--- src/rtl/multicycle_ctrl_if.sv ---
// Control bundle between the multicycle RV32I main FSM and its datapath/memory port.
// The controller takes the master view; the datapath takes the slave view.
interface multicycle_ctrl_if;
  logic [6:0] opcode;
  logic [2:0] funct3;
  logic       zero;
  logic       lt;
  logic       ltu;
  logic       mem_ready;
  logic       mem_req;
  logic       mem_we;
  logic       adr_src;
  logic       ir_write;
  logic       pc_write;
  logic       reg_write;
  logic [2:0] imm_src;
  logic [1:0] alu_src_a;
  logic [1:0] alu_src_b;
  logic [1:0] alu_op;
  logic [1:0] result_src;
  logic       instr_done;
  logic       err;

  modport master (
    input  opcode, funct3, zero, lt, ltu, mem_ready,
    output mem_req, mem_we, adr_src, ir_write, pc_write, reg_write,
           imm_src, alu_src_a, alu_src_b, alu_op, result_src, instr_done, err
  );

  modport slave (
    output opcode, funct3, zero, lt, ltu, mem_ready,
    input  mem_req, mem_we, adr_src, ir_write, pc_write, reg_write,
           imm_src, alu_src_a, alu_src_b, alu_op, result_src, instr_done, err
  );
endinterface

--- src/rtl/multicycle_ctrl.sv ---
// Main control FSM of the multicycle RV32I core: sequences fetch/decode/execute/
// memory/writeback over one shared memory port, with a per-access wait timeout.
module multicycle_ctrl #(
  parameter int unsigned MEM_TIMEOUT = 15
) (
  input  logic               clk,
  input  logic               rst_n,
  multicycle_ctrl_if.master  bus
);

  localparam int CNT_W = (MEM_TIMEOUT < 2) ? 1 : $clog2(MEM_TIMEOUT + 1);
  localparam logic [CNT_W-1:0] LIMIT = CNT_W'(MEM_TIMEOUT);
  localparam bit TIMEOUT_EN = (MEM_TIMEOUT != 0);

  localparam logic [6:0] OP_LOAD   = 7'b0000011;
  localparam logic [6:0] OP_STORE  = 7'b0100011;
  localparam logic [6:0] OP_RTYPE  = 7'b0110011;
  localparam logic [6:0] OP_IALU   = 7'b0010011;
  localparam logic [6:0] OP_BRANCH = 7'b1100011;
  localparam logic [6:0] OP_JAL    = 7'b1101111;

  typedef enum logic [3:0] {
    START, FETCH, DECODE, MEMADR, MEMRD, MEMWB, MEMWR,
    EXEC_R, EXEC_I, ALUWB, BRANCH, JAL, ERROR
  } state_t;

  state_t           state_q, state_d;
  logic [CNT_W-1:0] cnt_q, cnt_d;
  logic [CNT_W-1:0] cnt_inc;
  logic             limit_hit;

  function automatic logic branch_f3_legal(input logic [2:0] f3);
    return (f3 != 3'b010) && (f3 != 3'b011);
  endfunction

  function automatic logic branch_cond(input logic [2:0] f3, input logic z,
                                       input logic slt, input logic sltu);
    logic c;
    case (f3)
      3'b000:  c = z;
      3'b001:  c = !z;
      3'b100:  c = slt;
      3'b101:  c = !slt;
      3'b110:  c = sltu;
      3'b111:  c = !sltu;
      default: c = 1'b0;
    endcase
    return c;
  endfunction

  // A wait cycle that would bring the count up to the limit is the last one tolerated.
  assign cnt_inc   = cnt_q + CNT_W'(1);
  assign limit_hit = TIMEOUT_EN && (cnt_inc == LIMIT);

  always_ff @(posedge clk or negedge rst_n) begin
    if (!rst_n) begin
      state_q <= START;
      cnt_q   <= '0;
    end else begin
      state_q <= state_d;
      cnt_q   <= cnt_d;
    end
  end

  always_comb begin
    state_d        = state_q;
    cnt_d          = cnt_q;
    bus.mem_req    = 1'b0;
    bus.mem_we     = 1'b0;
    bus.adr_src    = 1'b0;
    bus.ir_write   = 1'b0;
    bus.pc_write   = 1'b0;
    bus.reg_write  = 1'b0;
    bus.imm_src    = 3'b000;
    bus.alu_src_a  = 2'b00;
    bus.alu_src_b  = 2'b00;
    bus.alu_op     = 2'b00;
    bus.result_src = 2'b00;
    bus.instr_done = 1'b0;
    bus.err        = 1'b0;

    case (state_q)
      START: state_d = FETCH;

      FETCH: begin
        bus.mem_req   = 1'b1;
        bus.alu_src_b = 2'b10;
        if (bus.mem_ready) begin
          bus.ir_write = 1'b1;
          bus.pc_write = 1'b1;
          state_d      = DECODE;
        end else begin
          cnt_d = cnt_inc;
          if (limit_hit) state_d = ERROR;
        end
      end

      DECODE: begin
        // JAL needs its own immediate for the target; everything else precomputes a branch target.
        bus.imm_src   = (bus.opcode == OP_JAL) ? 3'b011 : 3'b010;
        bus.alu_src_a = 2'b01;
        bus.alu_src_b = 2'b01;
        case (bus.opcode)
          OP_LOAD, OP_STORE: state_d = MEMADR;
          OP_RTYPE:          state_d = EXEC_R;
          OP_IALU:           state_d = EXEC_I;
          OP_BRANCH:         state_d = BRANCH;
          OP_JAL:            state_d = JAL;
          default:           state_d = ERROR;
        endcase
      end

      MEMADR: begin
        bus.alu_src_a = 2'b10;
        bus.alu_src_b = 2'b01;
        if (bus.opcode == OP_STORE) begin
          bus.imm_src = 3'b001;
          state_d     = MEMWR;
        end else begin
          state_d     = MEMRD;
        end
      end

      MEMRD: begin
        bus.mem_req = 1'b1;
        bus.adr_src = 1'b1;
        if (bus.mem_ready) begin
          state_d = MEMWB;
        end else begin
          cnt_d = cnt_inc;
          if (limit_hit) state_d = ERROR;
        end
      end

      MEMWB: begin
        bus.reg_write  = 1'b1;
        bus.result_src = 2'b01;
        bus.instr_done = 1'b1;
        state_d        = FETCH;
      end

      MEMWR: begin
        bus.mem_req = 1'b1;
        bus.mem_we  = 1'b1;
        bus.adr_src = 1'b1;
        if (bus.mem_ready) begin
          bus.instr_done = 1'b1;
          state_d        = FETCH;
        end else begin
          cnt_d = cnt_inc;
          if (limit_hit) state_d = ERROR;
        end
      end

      EXEC_R: begin
        bus.alu_src_a = 2'b10;
        bus.alu_op    = 2'b10;
        state_d       = ALUWB;
      end

      EXEC_I: begin
        bus.alu_src_a = 2'b10;
        bus.alu_src_b = 2'b01;
        bus.alu_op    = 2'b10;
        state_d       = ALUWB;
      end

      ALUWB: begin
        bus.reg_write  = 1'b1;
        bus.instr_done = 1'b1;
        state_d        = FETCH;
      end

      BRANCH: begin
        bus.alu_src_a  = 2'b10;
        bus.alu_op     = 2'b01;
        bus.instr_done = 1'b1;
        if (branch_f3_legal(bus.funct3)) begin
          bus.pc_write = branch_cond(bus.funct3, bus.zero, bus.lt, bus.ltu);
          state_d      = FETCH;
        end else begin
          state_d      = ERROR;
        end
      end

      JAL: begin
        bus.imm_src   = 3'b011;
        bus.alu_src_a = 2'b01;
        bus.alu_src_b = 2'b10;
        bus.pc_write  = 1'b1;
        state_d       = ALUWB;
      end

      ERROR: bus.err = 1'b1;

      default: state_d = ERROR;
    endcase

    // Every wait state starts its access with a fresh count.
    if (state_d != state_q) cnt_d = '0;
  end

endmodule

--- src/flat_wrapper.sv ---
// flat-port wrapper written by rule: the top's interface ports become plain ports
module multicycle_ctrl_flat 
#(
  parameter int unsigned MEM_TIMEOUT = 15
)
  (clk, rst_n, bus_opcode, bus_funct3, bus_zero, bus_lt, bus_ltu, bus_mem_ready, bus_mem_req, bus_mem_we, bus_adr_src, bus_ir_write, bus_pc_write, bus_reg_write, bus_imm_src, bus_alu_src_a, bus_alu_src_b, bus_alu_op, bus_result_src, bus_instr_done, bus_err);
  multicycle_ctrl_if bus_i ();
  input  logic clk;
  input  logic rst_n;
  input wire logic [$bits(bus_i.opcode)-1:0] bus_opcode;
  input wire logic [$bits(bus_i.funct3)-1:0] bus_funct3;
  input wire logic [$bits(bus_i.zero)-1:0] bus_zero;
  input wire logic [$bits(bus_i.lt)-1:0] bus_lt;
  input wire logic [$bits(bus_i.ltu)-1:0] bus_ltu;
  input wire logic [$bits(bus_i.mem_ready)-1:0] bus_mem_ready;
  output wire logic [$bits(bus_i.mem_req)-1:0] bus_mem_req;
  output wire logic [$bits(bus_i.mem_we)-1:0] bus_mem_we;
  output wire logic [$bits(bus_i.adr_src)-1:0] bus_adr_src;
  output wire logic [$bits(bus_i.ir_write)-1:0] bus_ir_write;
  output wire logic [$bits(bus_i.pc_write)-1:0] bus_pc_write;
  output wire logic [$bits(bus_i.reg_write)-1:0] bus_reg_write;
  output wire logic [$bits(bus_i.imm_src)-1:0] bus_imm_src;
  output wire logic [$bits(bus_i.alu_src_a)-1:0] bus_alu_src_a;
  output wire logic [$bits(bus_i.alu_src_b)-1:0] bus_alu_src_b;
  output wire logic [$bits(bus_i.alu_op)-1:0] bus_alu_op;
  output wire logic [$bits(bus_i.result_src)-1:0] bus_result_src;
  output wire logic [$bits(bus_i.instr_done)-1:0] bus_instr_done;
  output wire logic [$bits(bus_i.err)-1:0] bus_err;
  assign bus_i.opcode = bus_opcode;
  assign bus_i.funct3 = bus_funct3;
  assign bus_i.zero = bus_zero;
  assign bus_i.lt = bus_lt;
  assign bus_i.ltu = bus_ltu;
  assign bus_i.mem_ready = bus_mem_ready;
  assign bus_mem_req = bus_i.mem_req;
  assign bus_mem_we = bus_i.mem_we;
  assign bus_adr_src = bus_i.adr_src;
  assign bus_ir_write = bus_i.ir_write;
  assign bus_pc_write = bus_i.pc_write;
  assign bus_reg_write = bus_i.reg_write;
  assign bus_imm_src = bus_i.imm_src;
  assign bus_alu_src_a = bus_i.alu_src_a;
  assign bus_alu_src_b = bus_i.alu_src_b;
  assign bus_alu_op = bus_i.alu_op;
  assign bus_result_src = bus_i.result_src;
  assign bus_instr_done = bus_i.instr_done;
  assign bus_err = bus_i.err;
  multicycle_ctrl #(.MEM_TIMEOUT(MEM_TIMEOUT)) u_core (.clk(clk), .rst_n(rst_n), .bus(bus_i));
endmodule
--- config.mk ---
export PLATFORM = sky130hd
export DESIGN_NAME = multicycle_ctrl_flat
export DESIGN_NICKNAME = d
export VERILOG_FILES = /design/src/rtl/multicycle_ctrl_if.sv /design/src/rtl/multicycle_ctrl.sv /design/src/flat_wrapper.sv
export SDC_FILE = /design/constraint.sdc
export NUM_CORES = 1
export LEC_CHECK = 0
export ABC_CLOCK_PERIOD_IN_PS = 6000
export CAP_MARGIN = 20
export CORE_MARGIN = 1.5
export CORE_UTILIZATION = 49
export DETAILED_ROUTE_END_ITERATION = 12
export PLACE_DENSITY = 0.85
export REMOVE_ABC_BUFFERS = 1
export SYNTH_ARGS = -nofsm -noshare
export SYNTH_HDL_FRONTEND = slang
export SYNTH_SLANG_ARGS = --single-unit
export TNS_END_PERCENT = 10
--- constraint.sdc ---
create_clock -name clk -period 6 [get_ports clk]
set_clock_uncertainty 0.15 [all_clocks]
set_input_delay 0.6 -clock clk [delete_from_list [all_inputs] [get_ports clk]]
set_output_delay 0.6 -clock clk [all_outputs]
set_load 0.05 [all_outputs]
==> results of run 1 <==
## Yosys cell counts, types with 4 or more instances
master / number
sky130_fd_sc_hd__a21oi_1: 6
sky130_fd_sc_hd__a31oi_1: 4
sky130_fd_sc_hd__buf_2: 4
sky130_fd_sc_hd__dfrtp_1: 8
sky130_fd_sc_hd__inv_1: 7
sky130_fd_sc_hd__mux2i_1: 4
sky130_fd_sc_hd__nand2_1: 16
sky130_fd_sc_hd__nand2b_1: 7
sky130_fd_sc_hd__nor2_1: 9
sky130_fd_sc_hd__nor3_1: 5
sky130_fd_sc_hd__o21ai_0: 7
## through the flow
step / hold slack, ps / util / area [µm²]
after floorplan: 154.4 / - / 982.2
after global placement: 491.9 / 0.6742 / 1336
after detailed placement: 488.1 / 0.6742 / 1336
after CTS: 472.1 / 0.6856 / 1359
after global routing: 475.8 / 0.6856 / 1359
final: 467.9 / 0.6856 / 1359
## path summary, 6_finish.rpt
path / end / slack [ps]
setup / recovery: bus_pc_write / 2570
hold / removal: u_core.state_q[1] / 470
setup reg to reg: u_core.cnt_q[2] / 3480
hold reg to reg: u_core.cnt_q[0] / 520
max in group asynchronous: u_core.state_q[2] / 4990
min in group clk: u_core.cnt_q[0] / 520
## flip-flops by register name (all words and copies together) (netlist names)
name            cells
u_core.cnt_q        4
u_core.state_q      4
## layer usage
metal  up-vias  GRT usage  part of all wire
met3         4    0.05828             0.072
met1       505     0.2581              0.42
met5         -          0                 0
li1        557          -                 -
met4         0    0.03333            0.0089
met2        52     0.4459              0.50
## layout make-up
cell class	instances	area [µm²]
Multi-Input combinational cell	113	752.0
Fill cell	159	623.1
Timing Repair Buffer	32	320.3
Sequential cell	8	200.2
Tap cell	27	33.78
Inverter	8	30.03
Clock buffer	3	22.52
## logic make-up (layout without fill, tap and decap cells)
| logic type | Yosys count | count (layout) |
|---|---|---|
| DFF | 8 | 8 |
| other | 1 | 2 |
| adders and majority gates | 2 | 2 |
| and+or+nand+nor | 64 | 64 |
| AOI/OAI and AO/OA | 35 | 35 |
| xor gates and xnor gates | 6 | 6 |
| muxes | 4 | 4 |
| buffers and inverters | 18 | 43 |
## power by group through the flow
stage | sequential [W] | combinational [W] | clock (W)
after floorplan | 0.000111 | 0.000382 | 0
after global placement | 0.000127 | 0.000512 | 0
after detailed placement | 0.000127 | 0.000519 | 0
after CTS | 0.000126 | 0.000521 | 0.0000402
after global routing | 0.000135 | 0.000559 | 0.0000443
final | 0.000128 | 0.000520 | 0.0000393
==> impl_metrics.sql, run 1 <==
INSERT INTO impl_metrics (metric_group, metric, value, unit) VALUES
('status', 'status', 'finished, final reports clean', ''),
('worst_setup_path', 'cp_cell_sequence', 'clkdlybuf4s50_1 > mux2i_1 > xor2_1 > o21ai_0 > a31oi_1 > nor2_1 > clkdlybuf4s50_1', ''),
('worst_setup_path', 'setup.worst_path.start', 'bus_funct3[2]', ''),
('yosys', 'synth_sequential_area_ratio', '0.1925', ''),
('yosys', 'syn_inst', '138', ''),
('finish', 'layout.nets', '184', ''),
('die', 'die_h', '49.07', 'µm'),
('cts', 'tritoncts.num_buffers', '3', ''),
('pwr', 'power.internal', '0.0002878', 'W'),
('die', 'floorplan.die.width', '49.07', 'µm'),
('sta', 'tightest_slew', '628.6', 'ps'),
('worst_setup_path', 'cp.arrival', '2680', 'ps'),
('global_routing', 'number_of_antenna_violations_at_the_first_check_in_global_routing', '0', ''),
('worst_setup_path', 'critPathMostFrequentCell', 'sky130_fd_sc_hd__clkdlybuf4s50_1', ''),
('sta', 'hold_violations', '0', ''),
('die', 'start_util', '0.5246', ''),
('sta', 'max_slew_headroom', '0.5809', ''),
('sta', 'finalCritPeriodShare', '0.5716', ''),
('pwr', 'total_power', '0.0006877', 'W'),
('placement', 'place.port_buffers', '32', ''),
('cts', 'post_cts_hold_buffer_count', '0', ''),
('global_routing', 'grt_pass1_vias', '1123', ''),
('worst_setup_path', 'timing.critical_path.to_type', 'output port', ''),
('yosys', 'synth_seq_cells', '8', ''),
('sta', 'rsz0062_at_grt', 'no', ''),
('sta', 'finalCriticalPeriod', '3430', 'ps'),
('sta', 'finalSetupViolations', '0', ''),
('yosys', 'synth_fa_ha_area_frac', '0.02407', ''),
('routing', 'remaining_routing_drc_violations', '0', ''),
('worst_setup_path', 'rr_startpoint', 'u_core.state_q[3]', ''),
('pwr', 'p_sw_frac', '0.5815', ''),
('placement', 'detailedPlacementHpwl', '2.048', 'mm'),
('pwr', 'power.static_leakage', '0.5553', 'nW'),
('yosys', 'synth_xor_xnor_area_share', '0.05054', ''),
('routing', 'drt-total-wl', '2.590', 'mm'),
('cts', 'cts-resized-gates', '0', ''),
('die', 'fp.dieArea', '0.002407', 'mm²'),
('routing', 'detail_route.iter0.violations', '22', ''),
('hold_path', 'hold_class', 'input port to asynchronous set/reset pin', ''),
('cts', 'clkLatencyLatePin', '250', 'ps'),
('pwr', 'ir_worst_vdd', '0.4003', 'mV'),
('yosys', 'postSynth.asyncResetShare', '1.000', ''),
('die', 'io_pins', '35', ''),
('die', 'core_area', '0.001982', 'mm²'),
('yosys', 'post_synth_and_or_nand_nor_area_fraction', '0.3646', ''),
('sta', 'fin_setup_tns', '0', 'ps'),
('yosys', 'synthDistinctLibCells', '50', ''),
('worst_setup_path', 'worstPathBufferInverterCount', '2', ''),
('sta', 'final_critical_path_setup_slack', '2570', 'ps'),
('global_routing', 'grt_overflow_total', '0', ''),
('routing', 'detailroute.via_count', '1118', ''),
('pwr', 'power-per-cell-area', '506.1', 'mW/mm²'),
('cts', 'cts.reportedPaths.clkPinSlew', '50', 'ps'),
('worst_setup_path', 'worstSetupPathType', 'input port to output port', ''),
('yosys', 'synth_area_leader_cell', 'sky130_fd_sc_hd__dfrtp_1', ''),
('cts', 'clock_tree.htree_level_count', '1', ''),
('pwr', 'power.switching', '0.0003999', 'W'),
('worst_setup_path', 'cp_slowest_cell', 'sky130_fd_sc_hd__clkdlybuf4s50_1', ''),
('global_routing', 'track_usage', '0.2324', ''),
('finish', 'layout_commonest_cell', 'sky130_fd_sc_hd__clkdlybuf4s50_1', ''),
('worst_setup_path', 'critPathRequiredTime', '5250', 'ps'),
('yosys', 'edff_count_synth', '0', ''),
('cts', 'cts_post_setup_buffers_inserted', '0', ''),
('worst_setup_path', 'ff2ff_path_depth', '6', ''),
('worst_setup_path', 'startpoint_type', 'input port', ''),
('cts', 'clock-root-buffer', 'sky130_fd_sc_hd__clkbuf_4', ''),
('pwr', 'seq_power_share', '0.186', ''),
('finish', 'layout-drive-gt1-share', '0.06098', ''),
('yosys', 'synth_area', '0.001040', 'mm²'),
('worst_setup_path', 'critical_path.max_fanout', '4', ''),
('yosys', 'synth_area_leaders', 'sky130_fd_sc_hd__dfrtp_1 19%, sky130_fd_sc_hd__nand2_1 5.8%, sky130_fd_sc_hd__nand2b_1 4.2%, sky130_fd_sc_hd__mux2i_1 3.9%, sky130_fd_sc_hd__o21ai_0 3.4%', '');
No activity file was read; power rests on OpenSTA's default activity.
==> inputs of run 2 (changes only) <==
--- a/config.mk
+++ b/config.mk
@@ -5,12 +5,12 @@
 export SDC_FILE = /design/constraint.sdc
 export NUM_CORES = 1
 export LEC_CHECK = 0
-export ABC_CLOCK_PERIOD_IN_PS = 6000
+export ABC_CLOCK_PERIOD_IN_PS = 3000
 export CAP_MARGIN = 20
 export CORE_MARGIN = 1.5
-export CORE_UTILIZATION = 49
+export CORE_UTILIZATION = 41
 export DETAILED_ROUTE_END_ITERATION = 12
-export PLACE_DENSITY = 0.85
+export PLACE_DENSITY = 0.76
 export REMOVE_ABC_BUFFERS = 1
 export SYNTH_ARGS = -nofsm -noshare
 export SYNTH_HDL_FRONTEND = slang
==> constraint.sdc (replaced) <==
create_clock -name clk -period 3 [get_ports clk]
set_clock_uncertainty 0.15 [all_clocks]
set_input_delay 0.3 -clock clk [delete_from_list [all_inputs] [get_ports clk]]
set_output_delay 0.3 -clock clk [all_outputs]
set_load 0.05 [all_outputs]
==> run 2 against run 1 <==
Sequential power rose by 22%. Critical path type is now register to output port. Total power grew 110%. Worst hold slack worse by 310 ps. Critical endpoint is now bus_imm_src[0]. Via count grew 0.54%. Global-route usage shrank 1.7 points.
==> impl_metrics.sql, run 2 (synthesized netlist as in run 1, its figures left out) <==
INSERT INTO impl_metrics (metric_group, metric, value, unit) VALUES
('status', 'status', 'finished, final reports clean', ''),
('sta', 'hold-worst-slack', '161.7', 'ps'),
('placement', 'globalplace.congestion', '0.8445', ''),
('finish', 'syn_to_final_growth', '33.45', '%'),
('worst_setup_path', 'r2r_setup_slack', '650', 'ps'),
('worst_setup_path', 'ff2ff_path_depth', '7', ''),
('cts', 'clock-root-buffer', 'sky130_fd_sc_hd__clkbuf_4', ''),
('cts', 'tritoncts.num_buffers', '3', ''),
('global_routing', 'number_of_antenna_violations_at_the_first_check_in_global_routing', '0', ''),
('die', 'rows', '18', ''),
('cts', 'clk_path_buf_depth', '2', ''),
('worst_setup_path', 'worstSetupPathType', 'register to output port', ''),
('cts', 'cts-resized-gates', '0', ''),
('placement', 'detailedPlacementHpwl', '2.131', 'mm'),
('worst_setup_path', 'cp.arrival', '2260', 'ps'),
('pwr', 'share_clk_of_total_power', '0.058', ''),
('sta', 'tightest_slew', '510.0', 'ps'),
('sta', 'final_max_slew_viol_count', '0', ''),
('sta', 'hold_violations', '0', ''),
('global_routing', 'grt_max_degree', '23', ''),
('worst_setup_path', 'cp_slowest_cell', 'sky130_fd_sc_hd__clkdlybuf4s50_1', ''),
('pwr', 'power.static_leakage', '0.5793', 'nW'),
('routing', 'post_drt_via_cell_ratio', '5.677', ''),
('pwr', 'power-per-cell-area', '1032', 'mW/mm²'),
('pwr', 'seq_power_share', '0.109', ''),
('finish', 'fin_area', '0.001388', 'mm²'),
('worst_setup_path', 'peak_per_stage_delay_on_the_critical_path', '800', 'ps'),
('global_routing', 'grt_overflow_total', '0', ''),
('die', 'fp.dieArea', '0.002847', 'mm²'),
('routing', 'drt_first_pass_iters', '4', ''),
('die', 'die_h', '53.36', 'µm'),
('finish', 'layout-drive-gt1-share', '0.09524', ''),
('pwr', 'power.internal', '0.0006037', 'W'),
('finish', 'most_used_cells_in_the_layout_excluding_fill_and_tap_cells', '30 x sky130_fd_sc_hd__clkdlybuf4s50_1, 16 x sky130_fd_sc_hd__nand2_1, 9 x sky130_fd_sc_hd__nor2_1, 8 x sky130_fd_sc_hd__dfrtp_1', ''),
('finish', 'layout_commonest_cell', 'sky130_fd_sc_hd__clkdlybuf4s50_1', ''),
('global_routing', 'grt_pass1_wl', '4.533', 'mm'),
('placement', 'place.port_buffers', '32', ''),
('routing', 'detailroute.via_count', '1124', ''),
('die', 'floorplan.die.width', '53.36', 'µm'),
('pwr', 'power.switching', '0.0008277', 'W'),
('cts', 'cts.reportedPaths.clkPinSlew', '60', 'ps'),
('worst_setup_path', 'cp_cell_sequence', 'buf_4 > nand2b_1 > nand4b_1 > nand2_1 > clkdlybuf4s50_1', ''),
('finish', 'layout.nets', '188', ''),
('worst_setup_path', 'critPathRequiredTime', '2550', 'ps'),
('routing', 'antenna_left', '0', ''),
('worst_setup_path', 'r2r-end', 'u_core.cnt_q[0]', ''),
('cts', 'cts_post_setup_buffers_inserted', '0', ''),
('placement', 'placed_cell_area', '0.001365', 'mm²'),
('cts', 'clkLatencyLatePin', '260', 'ps'),
('die', 'io_pins', '35', ''),
('cts', 'clock-sinks', '8', ''),
('routing', 'route.detailed.wl_per_inst', '13.94', 'µm'),
('sta', 'finalSetupViolations', '0', ''),
('pwr', 'p_sw_frac', '0.5782', ''),
('pwr', 'ir_worst_vdd', '0.9763', 'mV'),
('routing', 'drt-total-wl', '2.760', 'mm'),
('cts', 'cts_tree', 'done', ''),
('worst_setup_path', 'rr_startpoint', 'u_core.state_q[3]', ''),
('worst_setup_path', 'startpoint_type', 'register', ''),
('sta', 'finalCriticalPeriod', '2706', 'ps'),
('cts', 'post_cts_hold_buffer_count', '0', ''),
('finish', 'antenna-diode-count', '0', ''),
('cts', 'clock_tree.htree_level_count', '1', ''),
('finish', 'top_regs', 'u_core.cnt_q: 4 flops, u_core.state_q: 4 flops', ''),
('die', 'start_util', '0.4275', ''),
('sta', 'rsz0062_at_grt', 'no', ''),
('hold_path', 'hold_class', 'input port to asynchronous set/reset pin', ''),
('sta', 'finalCritPeriodShare', '0.9020', ''),
('global_routing', 'grt_pass1_vias', '1097', ''),
('global_routing', 'track_usage', '0.2154', ''),
('sta', 'fmax', '369.6', 'MHz'),
('pwr', 'comb_power_share', '0.833', ''),
('die', 'core_area', '0.002432', 'mm²'),
('worst_setup_path', 'critical_path.max_fanout', '22', ''),
('routing', 'detail_route.iter0.violations', '21', ''),
('run', 'max-cap-violations', '0', ''),
('sta', 'fin_setup_tns', '0', 'ps'),
('worst_setup_path', 'timing.critical_path.to_type', 'output port', ''),
('routing', 'remaining_routing_drc_violations', '0', ''),
('sta', 'max_slew_headroom', '0.6589', '');
## run 2: cell types whose count changed in the layout (fill, tap and decap cells not counted), sizes merged
| cell | delta |
|---|---|
| buf | +6 |
| clkdlybuf4s50 | -2 |
## run 2: routing by layer
| layer | GRT usage | vias to the layer above | wire length (µm) |
|---|---|---|---|
| li1 | - | 561 | - |
| met2 | 0.3868 | 43 | 1343 |
| met1 | 0.2624 | 515 | 1252 |
| met5 | 0 | - | 0 |
| met3 | 0.03107 | 5 | 137 |
| met4 | 0.05983 | 0 | 27 |
## run 2: area by class of cell
class,instances,area [µm²]
Inverter,8,30.03
Tap cell,30,37.54
Timing Repair Buffer,36,345.3
Fill cell,237,1045
Sequential cell,8,200.2
Multi-Input combinational cell,113,752.0
Clock buffer,3,22.52
## run 2: worst max path at each step
| stage | from | end |
|---|---|---|
| 2_1_floorplan | u_core.state_q[3] | bus_alu_src_a[0] |
| 3_3_place_gp | bus_opcode[5] | bus_imm_src[0] |
| 4_1_cts | u_core.state_q[3] | bus_imm_src[0] |
| 3_5_place_dp | bus_opcode[5] | bus_imm_src[0] |
| 6_report | u_core.state_q[3] | bus_imm_src[0] |
| 5_1_grt | u_core.state_q[3] | bus_imm_src[0] |
## run 2: metrics by stage
stage | power (W) | util | setup WS (ps) | std cells
3_5_place_dp | 0.001339 | 0.5612 | 327.7 | 195
6_report | 0.001431 | 0.5705 | 294.1 | 198
5_1_grt | 0.001536 | 0.5705 | 228.1 | 198
2_1_floorplan | 0.0009871 | - | 306.2 | 129
4_1_cts | 0.001430 | 0.5705 | 299.0 | 198
3_3_place_gp | 0.001324 | 0.5612 | 370.1 | 195
## run 2: power by group through the flow
stage	clock [W]	sequential [W]	combinational, W
global route	0.0000919	0.000160	0.00128
finish	0.0000828	0.000156	0.00119
CTS	0.0000844	0.000157	0.00119
floorplan	0	0.000222	0.000765
global placement	0	0.000156	0.00117
detailed placement	0	0.000159	0.00118
## run 2: worst max-delay path: cells and delay by family, from the launching register on
kind	cells	cell delay, ps
buffers and inverters	2	1010
flip-flops	1	380
AND/OR/NAND/NOR	3	610
==> RTL change 1: new RTL, settings of run 2 <==
`MEM_TIMEOUT` is set to 15 in 2 places; all go to 30.
--- a/src/rtl/multicycle_ctrl.sv
+++ b/src/rtl/multicycle_ctrl.sv
@@ -1,7 +1,7 @@
 // Main control FSM of the multicycle RV32I core: sequences fetch/decode/execute/
 // memory/writeback over one shared memory port, with a per-access wait timeout.
 module multicycle_ctrl #(
-  parameter int unsigned MEM_TIMEOUT = 15
+  parameter int unsigned MEM_TIMEOUT = 30
 ) (
   input  logic               clk,
   input  logic               rst_n,
--- a/src/flat_wrapper.sv
+++ b/src/flat_wrapper.sv
@@ -1,7 +1,7 @@
 // flat-port wrapper written by rule: the top's interface ports become plain ports
 module multicycle_ctrl_flat 
 #(
-  parameter int unsigned MEM_TIMEOUT = 15
+  parameter int unsigned MEM_TIMEOUT = 30
 )
   (clk, rst_n, bus_opcode, bus_funct3, bus_zero, bus_lt, bus_ltu, bus_mem_ready, bus_mem_req, bus_mem_we, bus_adr_src, bus_ir_write, bus_pc_write, bus_reg_write, bus_imm_src, bus_alu_src_a, bus_alu_src_b, bus_alu_op, bus_result_src, bus_instr_done, bus_err);
   multicycle_ctrl_if bus_i ();
Function: no difference found for any inputs over 10 cycles, from zero or initial values and one cycle with rst_n low; that may be too few to reach the edited logic, so the function may still have changed.
==> RTL change 1 against run 2 <==
Register-to-register slack worse by 0.07 ns; fmax down 5.9%; die area up 2.0%; first-iteration DRC count up 38%; sequential cell count up 1; hold slack better by 0.039 ns; largest cell class unchanged; final area up 1.6%; setup slack worse by 0.17 ns; wire length up 6.1%; critical path depth down 2; synthesized area up 2.2%; total power down 12%.
==> RTL change 1: results (changes against run 2) <==
stage,metric,value,unit,change
outcome,status,"finished, final reports clean",,
detailed_routing,met2 WL,1470,µm,+9.1%
detailed_routing,vias,1216,,+8.2%
yosys,synth cell count leaders,"nor2_1, nand2_1, a21oi_1, dfrtp_1, nor3_1",,
detailed_routing,final WL,2930,µm,+6.1%
placement,DP Wirelength,2290,µm,+7.4%
final_layout,fillers,255,,+7.6%
sta,Worst-Margin Slew,0.546,ns,+0.0357 ns
power,Static Leak,0.583,nW,+0.62%
power,Max VDD drop,595,µV,-39%
detailed_routing,met3 WL post-DR,143,µm,+4.4%
critical_path,"Max FO, Critical Path",17,,-23%
detailed_routing,DRT met1 WL,1280,µm,+1.9%
final_layout,Regs by FF count,"u_core.cnt_q x5, u_core.state_q x4",,
placement,Placer Congestion,0.955,,+13%
placement,Place WS,0.460,ns,+0.132 ns
critical_path,Arrival @ worst endpoint,2.43,ns,+0.17 ns
yosys,top post-synthesis cells by area,"dfrtp_1, nor2_1, nand2_1",,
grt,GRT Total Usage,0.228,,+0.0125
detailed_routing,DR iter-0 viols,29,,+38%
placement,DP Area,1380,µm²,+1.4%
hold_path,worst hold path class,in2async,,
grt,largest net degree at the start of global routing,19,,-17%
yosys,sequential share of the synthesized area,0.212,,+0.0195
final_layout,share of cells above drive strength 1,0.0899,,-0.00535
cts,Root Driver,clkbuf_4,,
yosys,Synth async-reset ratio,1.00,,unchanged
cts,Post-CTS Resized,0,,unchanged
critical_path,critical path's slowest cell,clkdlybuf4s50_1,,
grt,first-pass GRT wire length,4950,µm,+9.1%
critical_path,crit-path max cell delay,0.85,ns,+0.05 ns
final_layout,fin nets,197,,+4.8%
detailed_routing,max layer used,met4,,
cts,htree depth,1,,unchanged
yosys,library cells used by synthesis,51,,+2.0%
RTL change 1: cell count changes after synthesis, moves of 2 or more:
cell      change
mux2i_1       -3
nand4b_1      -2
o21ai_0       -4
a311o_1       -2
or2_2         +3
o32ai_1       +2
nor3_1        +4
nand2b_1      -2
o22ai_1       +2
a21boi_1      -2
nor2_1        +8
a21boi_0      +2
and2_1        +2
a21oi_1       +4
RTL change 1: layer usage:
layer  vias up  track usage
met2        48        0.394
li1        592            -
met4         0       0.0897
met3         6       0.0194
met5         -            0
met1       570        0.290
RTL change 1: cells by family (layout without fill, tap and decap cells):
family	after synthesis	after routing	share of synthesized area
other cells	1	2	0.00353
simple gates	73	73	0.367
xor+xnor	7	7	0.0577
mux	2	2	0.0200
buf+inv	17	46	0.0824
compound gates	37	37	0.233
flops	9	9	0.212
fa+ha+maj	2	2	0.0236
RTL change 1: worst paths after layout:
path,from,cells past startpoint,slack [ns],endpoint
min in group clk,u_core.cnt_q[4]$_DFFE_PN0P_,2,0.48,u_core.cnt_q[4]$_DFFE_PN0P_
worst max register to register,u_core.state_q[0]$_DFF_PN0_,8,0.58,u_core.cnt_q[1]$_DFFE_PN0P_
worst max-delay path,u_core.state_q[2]$_DFF_PN0_,3,0.12,bus_instr_done
worst min-delay path,rst_n,1,0.20,u_core.cnt_q[1]$_DFFE_PN0P_
max in group asynchronous,rst_n,1,2.20,u_core.cnt_q[0]$_DFFE_PN0P_
worst min register to register,u_core.cnt_q[4]$_DFFE_PN0P_,2,0.48,u_core.cnt_q[4]$_DFFE_PN0P_
RTL change 1: where the power goes:
| group | internal, mW | switching (mW) |
|---|---|---|
| clock | 0.0511 | 0.0396 |
| combinational | 0.341 | 0.600 |
| sequential | 0.146 | 0.0861 |
RTL change 1: final cells by class:
class | count | area [µm²] | share of cell area
Inverter | 6 | 22.5 | 0.0160
Sequential cell | 9 | 225 | 0.160
Timing Repair Buffer | 36 | 345 | 0.245
Clock buffer | 4 | 26.3 | 0.0186
Multi-Input combinational cell | 123 | 753 | 0.534
Tap cell | 30 | 37.5 | 0.0266
RTL change 1: metrics by stage:
step	instances	total power, mW	util	hold WS, ns
final	208	1.26	0.574	0.201
after global routing	208	1.35	0.574	0.230
after CTS	208	1.26	0.574	0.203
after detailed placement	204	1.16	0.564	0.467
after global placement	204	1.16	0.564	0.453
after floorplan	138	0.853	-	-0.146
==> RTL change 2: new RTL, flow settings as in run 2 <==
Made on the original files. Make the reset (`rst_n`) synchronous in one clocked block.
--- a/src/rtl/multicycle_ctrl.sv
+++ b/src/rtl/multicycle_ctrl.sv
@@ -52,7 +52,7 @@
   assign cnt_inc   = cnt_q + CNT_W'(1);
   assign limit_hit = TIMEOUT_EN && (cnt_inc == LIMIT);
 
-  always_ff @(posedge clk or negedge rst_n) begin
+  always_ff @(posedge clk) begin
     if (!rst_n) begin
       state_q <= START;
       cnt_q   <= '0;
Function: differs if rst_n is asserted again (counterexample within 4 cycles, from zero or initial values and one cycle with rst_n low); with rst_n held inactive, the same outputs for 10 cycles.
==> RTL change 2 against run 2 <==
First-iteration DRC count rose to 2.6 times the old value; hold slack better by 0.27 ns; sequential cell count unchanged; setup slack worse by 0.12 ns; synthesized area up 6.9%; sequential share of layout area down 3.5 points; count of clock-buffer cells in the layout unchanged; wire length up 22%; fmax down 4.3%; final area up 5.2%.
Power is not compared: it rests on default switching activity, and its combinational part moved more than twofold at a synthesized area within 25%.
==> RTL change 2: results (changes against run 2) <==
stage,metric,value,unit,change
critical_path,crit-path max cell delay,0.84,ns,+0.04 ns
grt,largest net degree at the start of global routing,18,,-22%
detailed_routing,DR iter-0 viols,55,,+160%
hold_path,worst hold path class,reg2reg,,
final_layout,fin nets,209,,+11%
yosys,Syn Inst Count,158,,+14%
hold_path,Hold Startpoint,u_core.cnt_q[1]$_SDFFE_PP0P_,,
grt,GRT met3 Usage,0.0376,,+0.00656
cts,setup bufs post-CTS,0,,unchanged
cts,htree depth,1,,unchanged
cts,Post-CTS Resized,0,,unchanged
placement,DP Wirelength,2690,µm,+26%
detailed_routing,First-pass DRT Iterations,4,,unchanged
yosys,most frequent cell after synthesis,nor2_1,,
yosys,top post-synthesis cells by area,"dfxtp_1, nor2_1, a21oi_1",,
detailed_routing,vias,1314,,+17%
placement,Cells after DPL,216,,+11%
detailed_routing,Vias per Instance,6.00,,+5.7%
yosys,Synth async-reset ratio,0,,-1.00
grt,met1 GRT Util,0.298,,+0.0358
sta,Worst-Margin Slew,0.512,ns,+0.00190 ns
critical_path,Crit path max-delay family,buffers and inverters,,
yosys,library cells used by synthesis,58,,+16%
cts,clk_lat worst skew,0.26,ns,about the same
grt,GRT Total Usage,0.243,,+0.0274
critical_path,"reg-to-reg slack, setup",0.62,ns,-0.03 ns
hold_path,Hold Path Stages,2,,
grt,first-pass GRT wire length,5260,µm,+16%
sta,WHS,0.436,ns,+0.274 ns
power,Max VDD drop,243,µV,
yosys,synth cell count leaders,"nor2_1, nand2_1, a21oi_1, dfxtp_1",,
yosys,sequential share of the synthesized area,0.144,,-0.0484
yosys,dominant synthesized flop cell,dfxtp_1,,
cts,Worst-path clk slew,0.05,ns,
grt,met2 Use GR,0.448,,+0.0616
grt,initial antenna violation count,0,,unchanged
final_layout,share of cells above drive strength 1,0.138,,+0.0423
cts,Root Driver,clkbuf_4,,
critical_path,worst r2r src,u_core.cnt_q[1]$_SDFFE_PP0P_,,
outcome,status,"finished, final reports clean",,
critical_path,"Max FO, Critical Path",14,,-36%
placement,Placer Congestion,0.957,,+13%
grt,vias in the first global route,1177,,+7.3%
cts,CTS buffer count,3,,unchanged
power,Static Leak,0.542,nW,
detailed_routing,final WL,3370,µm,+22%
critical_path,r2r endpoint,u_core.cnt_q[0]$_SDFFE_PP0P_,,
RTL change 2: power breakdown:
part / internal [mW] / switching, mW
sequential: 0.113 / 0.0145
clock: 0.0460 / 0.0402
combinational: 0.109 / 0.184
RTL change 2: how the worst max path moves through the flow:
stage	from	slack, ns	endpoint	cells past startpoint
global route	u_core.state_q[1]$_SDFF_PN0_	0.07	bus_mem_req	5
detailed placement	bus_mem_ready	0.36	bus_instr_done	6
global placement	bus_mem_ready	0.43	bus_instr_done	6
CTS	u_core.state_q[1]$_SDFF_PN0_	0.22	bus_instr_done	5
floorplan	u_core.state_q[0]$_SDFF_PN0_	0.69	u_core.cnt_q[0]$_SDFFE_PP0P_	5
finish	u_core.state_q[1]$_SDFF_PN0_	0.17	bus_instr_done	5
RTL change 2: metal layers:
layer  vias up  wire length, µm
met5         -                0
met1       603             1400
met3         7              259
li1        633                -
met2        71             1680
met4         0               35
RTL change 2: layout make-up:
cell class	count	area, µm²
Inverter	9	33.8
Timing Repair Buffer	36	345
Multi-Input combinational cell	133	861
Clock buffer	3	22.5
Fill cell	249	1060
Tap cell	30	37.5
Sequential cell	8	160
RTL change 2: stage by stage:
step           total power, mW  area [µm²]  worst slack [ns]  utilization
2_1_floorplan            0.320        1050             0.689            -
3_3_place_gp             0.414        1440             0.435        0.570
3_5_place_dp             0.420        1440             0.365        0.570
4_1_cts                  0.506        1460             0.217        0.579
5_1_grt                  0.539        1460            0.0674        0.579
6_report                 0.507        1460             0.174        0.579
RTL change 2: kinds of logic after synthesis:
logic type / count (synthesis) / share of synthesized area
DFF: 8 / 0.144
adders and majority gates: 2 / 0.0225
buffers and inverters: 18 / 0.0845
other: 1 / 0.00338
xor gates and xnor gates: 6 / 0.0473
muxes: 2 / 0.0180
and+or+nand+nor: 75 / 0.390
AOI/OAI and AO/OA: 46 / 0.291
RTL change 2: worst register-to-register path, stage by stage (launching register included):
cell,delay [ns]
dfxtp_1,0.40
ha_1,0.24
and2b_1,0.21
a21oi_2,0.16
o21a_1,0.18
nor2_1,0.08
or4b_4,0.56
nor4_1,0.31
